## config.mk

```make
export PLATFORM = sky130hd
export DESIGN_NAME = mm_seq_ctrl
export DESIGN_NICKNAME = d
export VERILOG_FILES = /design/src/rtl/mm_seq_ctrl.sv
export SDC_FILE = /design/constraint.sdc
export NUM_CORES = 1
export LEC_CHECK = 0
export CORE_MARGIN = 2
export CORE_UTILIZATION = 40
export CTS_BUF_LIST = sky130_fd_sc_hd__clkbuf_8
export CTS_CLUSTER_DIAMETER = 120
export DETAILED_ROUTE_END_ITERATION = 10
export REMOVE_ABC_BUFFERS = 1
export SYNTH_ARGS = -nofsm -noshare
export SYNTH_HDL_FRONTEND = slang
export SYNTH_SLANG_ARGS = --single-unit
```

## constraint.sdc

```tcl
create_clock -name clk_i -period 5.3 [get_ports clk_i]
set_input_delay 0.795 -clock clk_i [delete_from_list [all_inputs] [get_ports clk_i]]
set_output_delay 0.795 -clock clk_i [all_outputs]
set_load 0.01 [all_outputs]
```

## src/rtl/mm_seq_ctrl.sv

```systemverilog
// Step sequencer for one systolic matrix-multiply pass: clear, feed k_len steps, drain 2N-1 cycles, done.
// Optional abort port pair is enabled by defining MM_SEQ_ABORT_EN.
module mm_seq_ctrl #(
  parameter int ARRAY_DIM = 8,
  parameter int KLEN_W    = 16
) (
  input  logic              clk_i,
  input  logic              reset_n_i,
`ifdef MM_SEQ_ABORT_EN
  input  logic              abort_i,
  output logic              aborted_o,
`endif
  input  logic              start_i,
  input  logic [KLEN_W-1:0] k_len_i,
  input  logic              stall_i,
  output logic              acc_clr_o,
  output logic              feed_en_o,
  output logic              drain_o,
  output logic              busy_o,
  output logic              done_o,
  output logic [KLEN_W-1:0] step_cnt_o
);

  localparam int DRAIN_LEN = 2 * ARRAY_DIM - 1;
  localparam int DCW       = $clog2(2 * ARRAY_DIM);

  typedef enum logic [2:0] {
    IDLE,
    CLEAR,
    FEED,
    DRAIN,
    DONE
  } state_t;

  state_t            state_q, state_d;
  logic [KLEN_W-1:0] klen_q, klen_d;
  logic [KLEN_W-1:0] step_q, step_d;
  logic [DCW-1:0]    dcnt_q, dcnt_d;
  logic              acc_clr_q, acc_clr_d;
  logic              feed_q, feed_d;
  logic              drain_q, drain_d;
  logic              busy_q, busy_d;
  logic              done_q, done_d;
  logic [KLEN_W-1:0] steps_after;
  logic [DCW-1:0]    drains_after;
`ifdef MM_SEQ_ABORT_EN
  logic              aborted_q, aborted_d;
`endif

  // feed_q/drain_q mark whether the current cycle is a real step; a stall only
  // suppresses the next step, and a stalled final step keeps the state parked.
  assign steps_after  = step_q + KLEN_W'(feed_q);
  assign drains_after = dcnt_q + DCW'(drain_q);

  always_comb begin
    state_d   = state_q;
    klen_d    = klen_q;
    step_d    = step_q;
    dcnt_d    = dcnt_q;
    acc_clr_d = 1'b0;
    feed_d    = 1'b0;
    drain_d   = 1'b0;
    busy_d    = 1'b0;
    done_d    = 1'b0;
`ifdef MM_SEQ_ABORT_EN
    aborted_d = 1'b0;
`endif
    case (state_q)
      IDLE: begin
        if (start_i) begin
          klen_d = k_len_i;
          step_d = '0;
          if (k_len_i != '0) begin
            state_d   = CLEAR;
            acc_clr_d = 1'b1;
            busy_d    = 1'b1;
          end else begin
            state_d = DONE;
            done_d  = 1'b1;
          end
        end
      end
      CLEAR: begin
        state_d = FEED;
        feed_d  = 1'b1;
        busy_d  = 1'b1;
        dcnt_d  = '0;
      end
      FEED: begin
        busy_d = 1'b1;
        step_d = steps_after;
        if (steps_after == klen_q) begin
          if (!stall_i) begin
            state_d = DRAIN;
            drain_d = 1'b1;
          end
        end else begin
          feed_d = !stall_i;
        end
      end
      DRAIN: begin
        busy_d = 1'b1;
        dcnt_d = drains_after;
        if (drains_after == DCW'(DRAIN_LEN)) begin
          if (!stall_i) begin
            state_d = DONE;
            done_d  = 1'b1;
            busy_d  = 1'b0;
          end
        end else begin
          drain_d = !stall_i;
        end
      end
      DONE: begin
        state_d = IDLE;
      end
      default: begin
        state_d = IDLE;
      end
    endcase
`ifdef MM_SEQ_ABORT_EN
    // Abort wins over stall and over any completion decided above.
    if (abort_i && (state_q == CLEAR || state_q == FEED || state_q == DRAIN)) begin
      state_d   = IDLE;
      step_d    = step_q;
      dcnt_d    = dcnt_q;
      acc_clr_d = 1'b0;
      feed_d    = 1'b0;
      drain_d   = 1'b0;
      busy_d    = 1'b0;
      done_d    = 1'b0;
      aborted_d = 1'b1;
    end
`endif
  end

  always_ff @(posedge clk_i) begin
    if (!reset_n_i) begin
      state_q   <= IDLE;
      klen_q    <= '0;
      step_q    <= '0;
      dcnt_q    <= '0;
      acc_clr_q <= 1'b0;
      feed_q    <= 1'b0;
      drain_q   <= 1'b0;
      busy_q    <= 1'b0;
      done_q    <= 1'b0;
`ifdef MM_SEQ_ABORT_EN
      aborted_q <= 1'b0;
`endif
    end else begin
      state_q   <= state_d;
      klen_q    <= klen_d;
      step_q    <= step_d;
      dcnt_q    <= dcnt_d;
      acc_clr_q <= acc_clr_d;
      feed_q    <= feed_d;
      drain_q   <= drain_d;
      busy_q    <= busy_d;
      done_q    <= done_d;
`ifdef MM_SEQ_ABORT_EN
      aborted_q <= aborted_d;
`endif
    end
  end

  assign acc_clr_o  = acc_clr_q;
  assign feed_en_o  = feed_q;
  assign drain_o    = drain_q;
  assign busy_o     = busy_q;
  assign done_o     = done_q;
  assign step_cnt_o = step_q;
`ifdef MM_SEQ_ABORT_EN
  assign aborted_o  = aborted_q;
`endif

  // The downstream enable gate relies on feed and drain being exclusive.
  a_feed_drain_excl : assert property (@(posedge clk_i) disable iff (!reset_n_i)
    !(feed_q && drain_q));
  a_done_not_busy : assert property (@(posedge clk_i) disable iff (!reset_n_i)
    !(done_q && busy_q));
  a_done_one_cycle : assert property (@(posedge clk_i) disable iff (!reset_n_i)
    done_q |=> !done_q);

endmodule
```

==> out/results.txt, run 1 <==
Hold/Removal Path Class = reg -> reg
Avg Synthesized Cell Area = 7.862 µm²
Tot GR Track Use = 0.1822
Post-CTS Setup Bufs = 0
Layout cells sized above 1 = 0.06964
CTS buffer count = 5
Gpl congestion = 0.8956
PD cells = 221.5 nW/µm²
Most common cell after layout, fill and taps aside = nand2_1
Asr flop ratio synth = 0
Final Cell Area = 3115 µm²
Fin Setup TNS = 0 ns
Pleak = 1.133 nW
Max Cap Viol = 0
H-tree depth = 2
Routed wire length = 6200 µm
Vias in the first global route = 2203
Wire length per cell = 14.22 µm
CTS root buf = clkbuf_8
Post-DRT Antenna Nets = 0
Relative slew slack = 0.4442
Die Y = 84.29 µm
Number of synthesized flops with an enable pin = 0
Max-slew violations = 0
Largest net degree at the start of global routing = 26
Placed Instance Area = 3022 µm²
Post-synth cell types = 48
Commonest cells after routing, fill and taps aside = 58 x nand2_1, 44 x dfxtp_1, 40 x clkdlybuf4s50_1, 22 x a21boi_0, 19 x nor2_1
Initial Utilization = 0.4108
Area occupied by multi-input gates = 1607 µm²
Final Power = 0.6902 mW
Startpoint types = input pin
Arrival @ worst endpoint = 2.77 ns
Port bufs = 40
Sequential fraction of the synthesis area = 0.3416
Hold Slack = 0.4806 ns
Final Hold Viols = 0
Initial drt markers = 111
Initial DRT Pass Iterations = 4
RSZ-0062 raised after global routing = no
Hpwl dp = 4583 µm
Die area = 7105 µm²
Critical path type = in -> reg
Pre-CTS setup slack = 2.418 ns
Placed cells = 428
Die X = 84.29 µm
Nets = 382
Fin cells = 436
CTS Sinks = 44
Vias/cell = 5.420
Reg area = 880.8 µm²
Final Skew = 0.005634 ns
Post_cts resized = 0
Synthesized area = 2579 µm²
Setup-failing EPs final = 0
Clk buf depth = 2
Mapped Cells = 328
R2R Setup Slk = 2.72 ns
Synth Register Bits = 44
First-pass GRT wire length = 10550 µm
Worst-margin pin slew = 0.8311 ns
Yosys warnings = 0
Diode count = 0
Placeable Area = 6277 µm²
Reg clk slew, reported paths = 0.09 ns
Core Util, Final = 0.4963
VDD IR-drop max = 98.07 µV
Row cnt = 29
Initial antenna violation count = 0
Via count = 2363
Fillers = 623
Grt total ovfl = 0
Most used DFF post-synth = dfxtp_1
Tmin final = 2.584 ns
DRC violations left = 0
CTS tree = built
Setup ws final = 2.716 ns
Max FO, Critical Path = 18
CP endpoint kind = flop
Worst path required time = 5.49 ns
Area grow syn2layout = 20.82%
Fmax = 387.0 MHz
Clk Latency, worst-skew pair = 0.29 ns
Status = completed
Fin crit share = 0.4875
Hold_buf cts = 0
I/O pin total = 41
-- registers in the layout, indices dropped and copies added (netlist names) --
| signal | count |
|---|---|
| state_q | 3 |
| acc_clr_o | 1 |
| busy_o | 1 |
| done_o | 1 |
| drain_o | 1 |
| feed_en_o | 1 |
| klen_q | 16 |
| step_cnt_o | 16 |
| dcnt_q | 4 |
-- power breakdown --
group | switching (mW) | internal, mW
clock | 0.117 | 0.104
sequential | 0.0124 | 0.343
combinational | 0.0634 | 0.0500
total | 0.193 | 0.497
-- area by class of cell --
| cell class | instances | share of cell area |
|---|---|---|
| inverters | 4 | 0.004819 |
| repair buffers | 43 | 0.1357 |
| multi-input cells | 260 | 0.5157 |
| well taps | 77 | 0.03092 |
| clock inverters | 2 | 0.003614 |
| flip-flops and latches | 44 | 0.2827 |
| clock buffers | 6 | 0.02651 |
-- path summary, 6_finish.rpt --
path	cells after the start	from	to
max reg2reg	8	step_cnt_o[0]	feed_en_o
min	2	dcnt_q[0]	dcnt_q[0]
max	7	start_i	step_cnt_o[10]
min reg2reg	2	dcnt_q[0]	dcnt_q[0]
-- critical path, cell delays in order --
cell and delay, ns:
clkdlybuf4s50_1 0.48, nand2_1 0.08, or3_1 0.61, nand2_1 0.39, o21ai_0 0.15, a22oi_1 0.20, nor2b_1 0.06
-- logic make-up (layout without fill, tap and decap cells) --
kind of cell | count (synthesis) | after routing | synth area share
flip-flops | 44 | 44 | 0.3416
adder cells (fa/ha/maj) | 4 | 4 | 0.01941
XOR/XNOR | 19 | 19 | 0.06453
multiplexers | 2 | 2 | 0.008248
buffers and inverters | 24 | 55 | 0.03736
AO/OA/AOI/OAI | 78 | 78 | 0.2009
AND/OR/NAND/NOR | 157 | 157 | 0.3280
-- routing by layer --
layer / up-vias / global-route usage / part of all wire
li1: 1219 / - / -
met1: 1083 / 0.2566 / 0.49
met2: 55 / 0.2922 / 0.44
met3: 6 / 0.02655 / 0.047
met4: 0 / 0.04839 / 0.014
met5: - / 0 / 0
-- synth_stat cells (all sizes together) (4+ instances only) --
cell type	count	area, µm²
nand3	17	107.6
nor2	20	82.58
nor3	11	60.06
o21ai	16	80.08
a21oi	16	80.08
nor2b	14	87.58
nand2	58	217.7
xnor2	13	113.9
inv	4	15.01
nor4	7	71.31
buf	6	28.77
ha	4	50.05
dfxtp	44	880.8
a31oi	6	37.54
nand2b	5	31.28
clkbuf	14	52.55
a21boi	22	165.2
and3	6	37.54
xor2	6	52.55
nand4	6	52.55
(Power assumes the default switching activity.)
==> run 2: changes to the inputs <==
- clock period: 5.3 -> 2.1 ns (I/O delays scaled with it)
==> run 2 against run 1 <==
Compared with the run above:
- the flow now finishes with violations (setup timing)
- register-to-register slack got worse by 2.9 ns
- clock skew rose by 0.0026 ns
- worst setup slack got worse by 2.9 ns
- global-route usage rose by 2.0 points
- utilization rose by 7.7 points
- sequential share of layout area fell by 3.4 points
- largest cell class unchanged
- highest routed layer unchanged
==> out/results.txt, run 2 (synthesis gave the netlist of run 1 again) <==
Arrival @ worst endpoint = 2.42 ns (-0.35 ns)
Layout cells sized above 1 = 0.2123 (+0.1427)
Post-DRT Antenna Nets = 0 (unchanged)
Tmin final = 2.246 ns
Diode count = 0 (unchanged)
CTS root buf = clkbuf_8
Setup ws final = -0.1461 ns (-2.862 ns)
Setup-failing EPs final = 3 (+3)
Clk buf depth = 2 (unchanged)
DRC violations left = 0 (unchanged)
Clk Latency, worst-skew pair = 0.30 ns (about the same)
Initial DRT Pass Iterations = 4 (unchanged)
CTS buffer count = 5 (unchanged)
Die X = 84.29 µm (unchanged)
Row cnt = 29 (unchanged)
Worst path required time = 2.28 ns (-3.21 ns)
VDD IR-drop max = 417.7 µV (+330%)
Nets = 428 (+12%)
Fillers = 614 (-1.4%)
Final Skew = 0.008197 ns (+0.002562 ns)
Wire length per cell = 14.50 µm (+2.0%)
Final Hold Viols = 0 (unchanged)
Max Cap Viol = 0 (unchanged)
Max FO, Critical Path = 4 (-14)
Critical path's slowest cell = dfxtp_4
PD cells = 526.5 nW/µm² (+140%)
Vias/cell = 5.382 (-0.70%)
Failing checks = setup timing
First-pass GRT wire length = 11610 µm (+10%)
Relative slew slack = 0.7053 (+0.2611)
Initial Utilization = 0.4108 (unchanged)
Status = finished, violations left
Area grow syn2layout = 39.50%
Final Power = 1.894 mW (+170%)
Hpwl dp = 5206 µm (+14%)
Most common cell after layout, fill and taps aside = nand2_1
Final Cell Area = 3597 µm² (+15%)
Vias in the first global route = 2406 (+9.2%)
Slowest cell delay on critical path = 0.38 ns (-0.23 ns)
Fmax = 445.2 MHz
Placeable Area = 6277 µm² (unchanged)
CTS Sinks = 44 (unchanged)
Max-slew violations = 0 (unchanged)
Initial antenna violation count = 0 (unchanged)
CP most frequent cell = buf_4
I/O pin total = 41 (unchanged)
Via count = 2594 (+9.8%)
Die Y = 84.29 µm (unchanged)
Placed Instance Area = 3329 µm² (+10%)
Hold_buf cts = 0 (unchanged)
Pleak = 1.420 nW (+25%)
Reg clk slew, reported paths = 0.09 ns (about the same)
Hold/Removal Path Class = reg -> reg
Critical path type = reg -> reg
Worst-margin pin slew = 0.4400 ns (-0.3911 ns)
Largest net degree at the start of global routing = 30 (+15%)
Fin crit share = 1.070
Tot GR Track Use = 0.2021 (+0.01990)
Hold Slack = 0.4740 ns (-0.006541 ns)
Pre-CTS setup slack = -0.2273 ns (-2.645 ns)
Routed wire length = 6991 µm (+13%)
Commonest cells after routing, fill and taps aside = 58 x nand2_1, 48 x buf_4, 40 x clkdlybuf4s50_1, 37 x dfxtp_1, 22 x a21boi_0
Cell-by-cell listing of the critical path = ha_4 -> nand4_4 -> buf_6 -> nor4_4 -> buf_4 -> buf_4 -> buf_4 -> a31oi_2 -> o41ai_2 -> a21oi_1
Die area = 7105 µm² (unchanged)
Grt total ovfl = 0 (unchanged)
Port bufs = 40 (unchanged)
CP endpoint kind = flop
H-tree depth = 2 (unchanged)
Gpl congestion = 0.9333 (+4.2%)
Initial drt markers = 137 (+23%)
Startpoint types = flop
CTS tree = built
RSZ-0062 raised after global routing = yes
## run 2: timing repair
item	4_1_cts	5_1_grt
gates resized for setup	25	1
setup buffers	3	2
pin swaps	11	1
setup endpoints to repair	3	3
## run 2: per-layer routing
layer,vias to the layer above,routed length (µm),global-route usage
li1,1310,-,-
met1,1199,3443,0.2745
met2,74,3094,0.3240
met3,11,315,0.03441
met4,0,138,0.07185
met5,-,0,0
## run 2: worst paths after layout
| check | startpoint | endpoint | slack (ns) | cells after the start |
|---|---|---|---|---|
| worst max-delay path | step_cnt_o[0] | feed_en_o | -0.15 | 10 |
| worst min-delay path | dcnt_q[0] | dcnt_q[0] | 0.47 | 2 |
| worst max register to register | step_cnt_o[0] | feed_en_o | -0.15 | 10 |
| worst min register to register | dcnt_q[0] | dcnt_q[0] | 0.47 | 2 |
## run 2: final cells by class
cell class                 count  area, µm²  area share
multi-input combinational    260       1712      0.4758
sequential                    44      894.6      0.2487
timing repair buffer          89      772.0      0.2146
tap                           77      96.34     0.02678
clock buffer                   5      68.82     0.01913
clock inverter                 3      38.79     0.01078
inverter                       4      15.01    0.004174
## run 2: report_power, final
part / switching (mW) / internal [mW]
clock network: 0.298 / 0.349
registers: 0.0307 / 0.864
logic: 0.188 / 0.164
total: 0.517 / 1.38
## run 2: critical path, delay by kind of cell (launching register included)
kind	cells	cell delay (ns)
compound gates	3	0.61
buf+inv	4	0.53
simple gates	2	0.44
flops	1	0.38
fa+ha+maj	1	0.16
## run 2: per-stage QoR
step / cells / setup TNS [ns] / util
floorplan: 308 / -0.7686 / -
global placement: 469 / -0.4602 / 0.5304
detailed placement: 469 / -0.6672 / 0.5304
CTS: 480 / -0.03527 / 0.5705
global route: 482 / -0.5738 / 0.5731
finish: 482 / -0.3246 / 0.5731
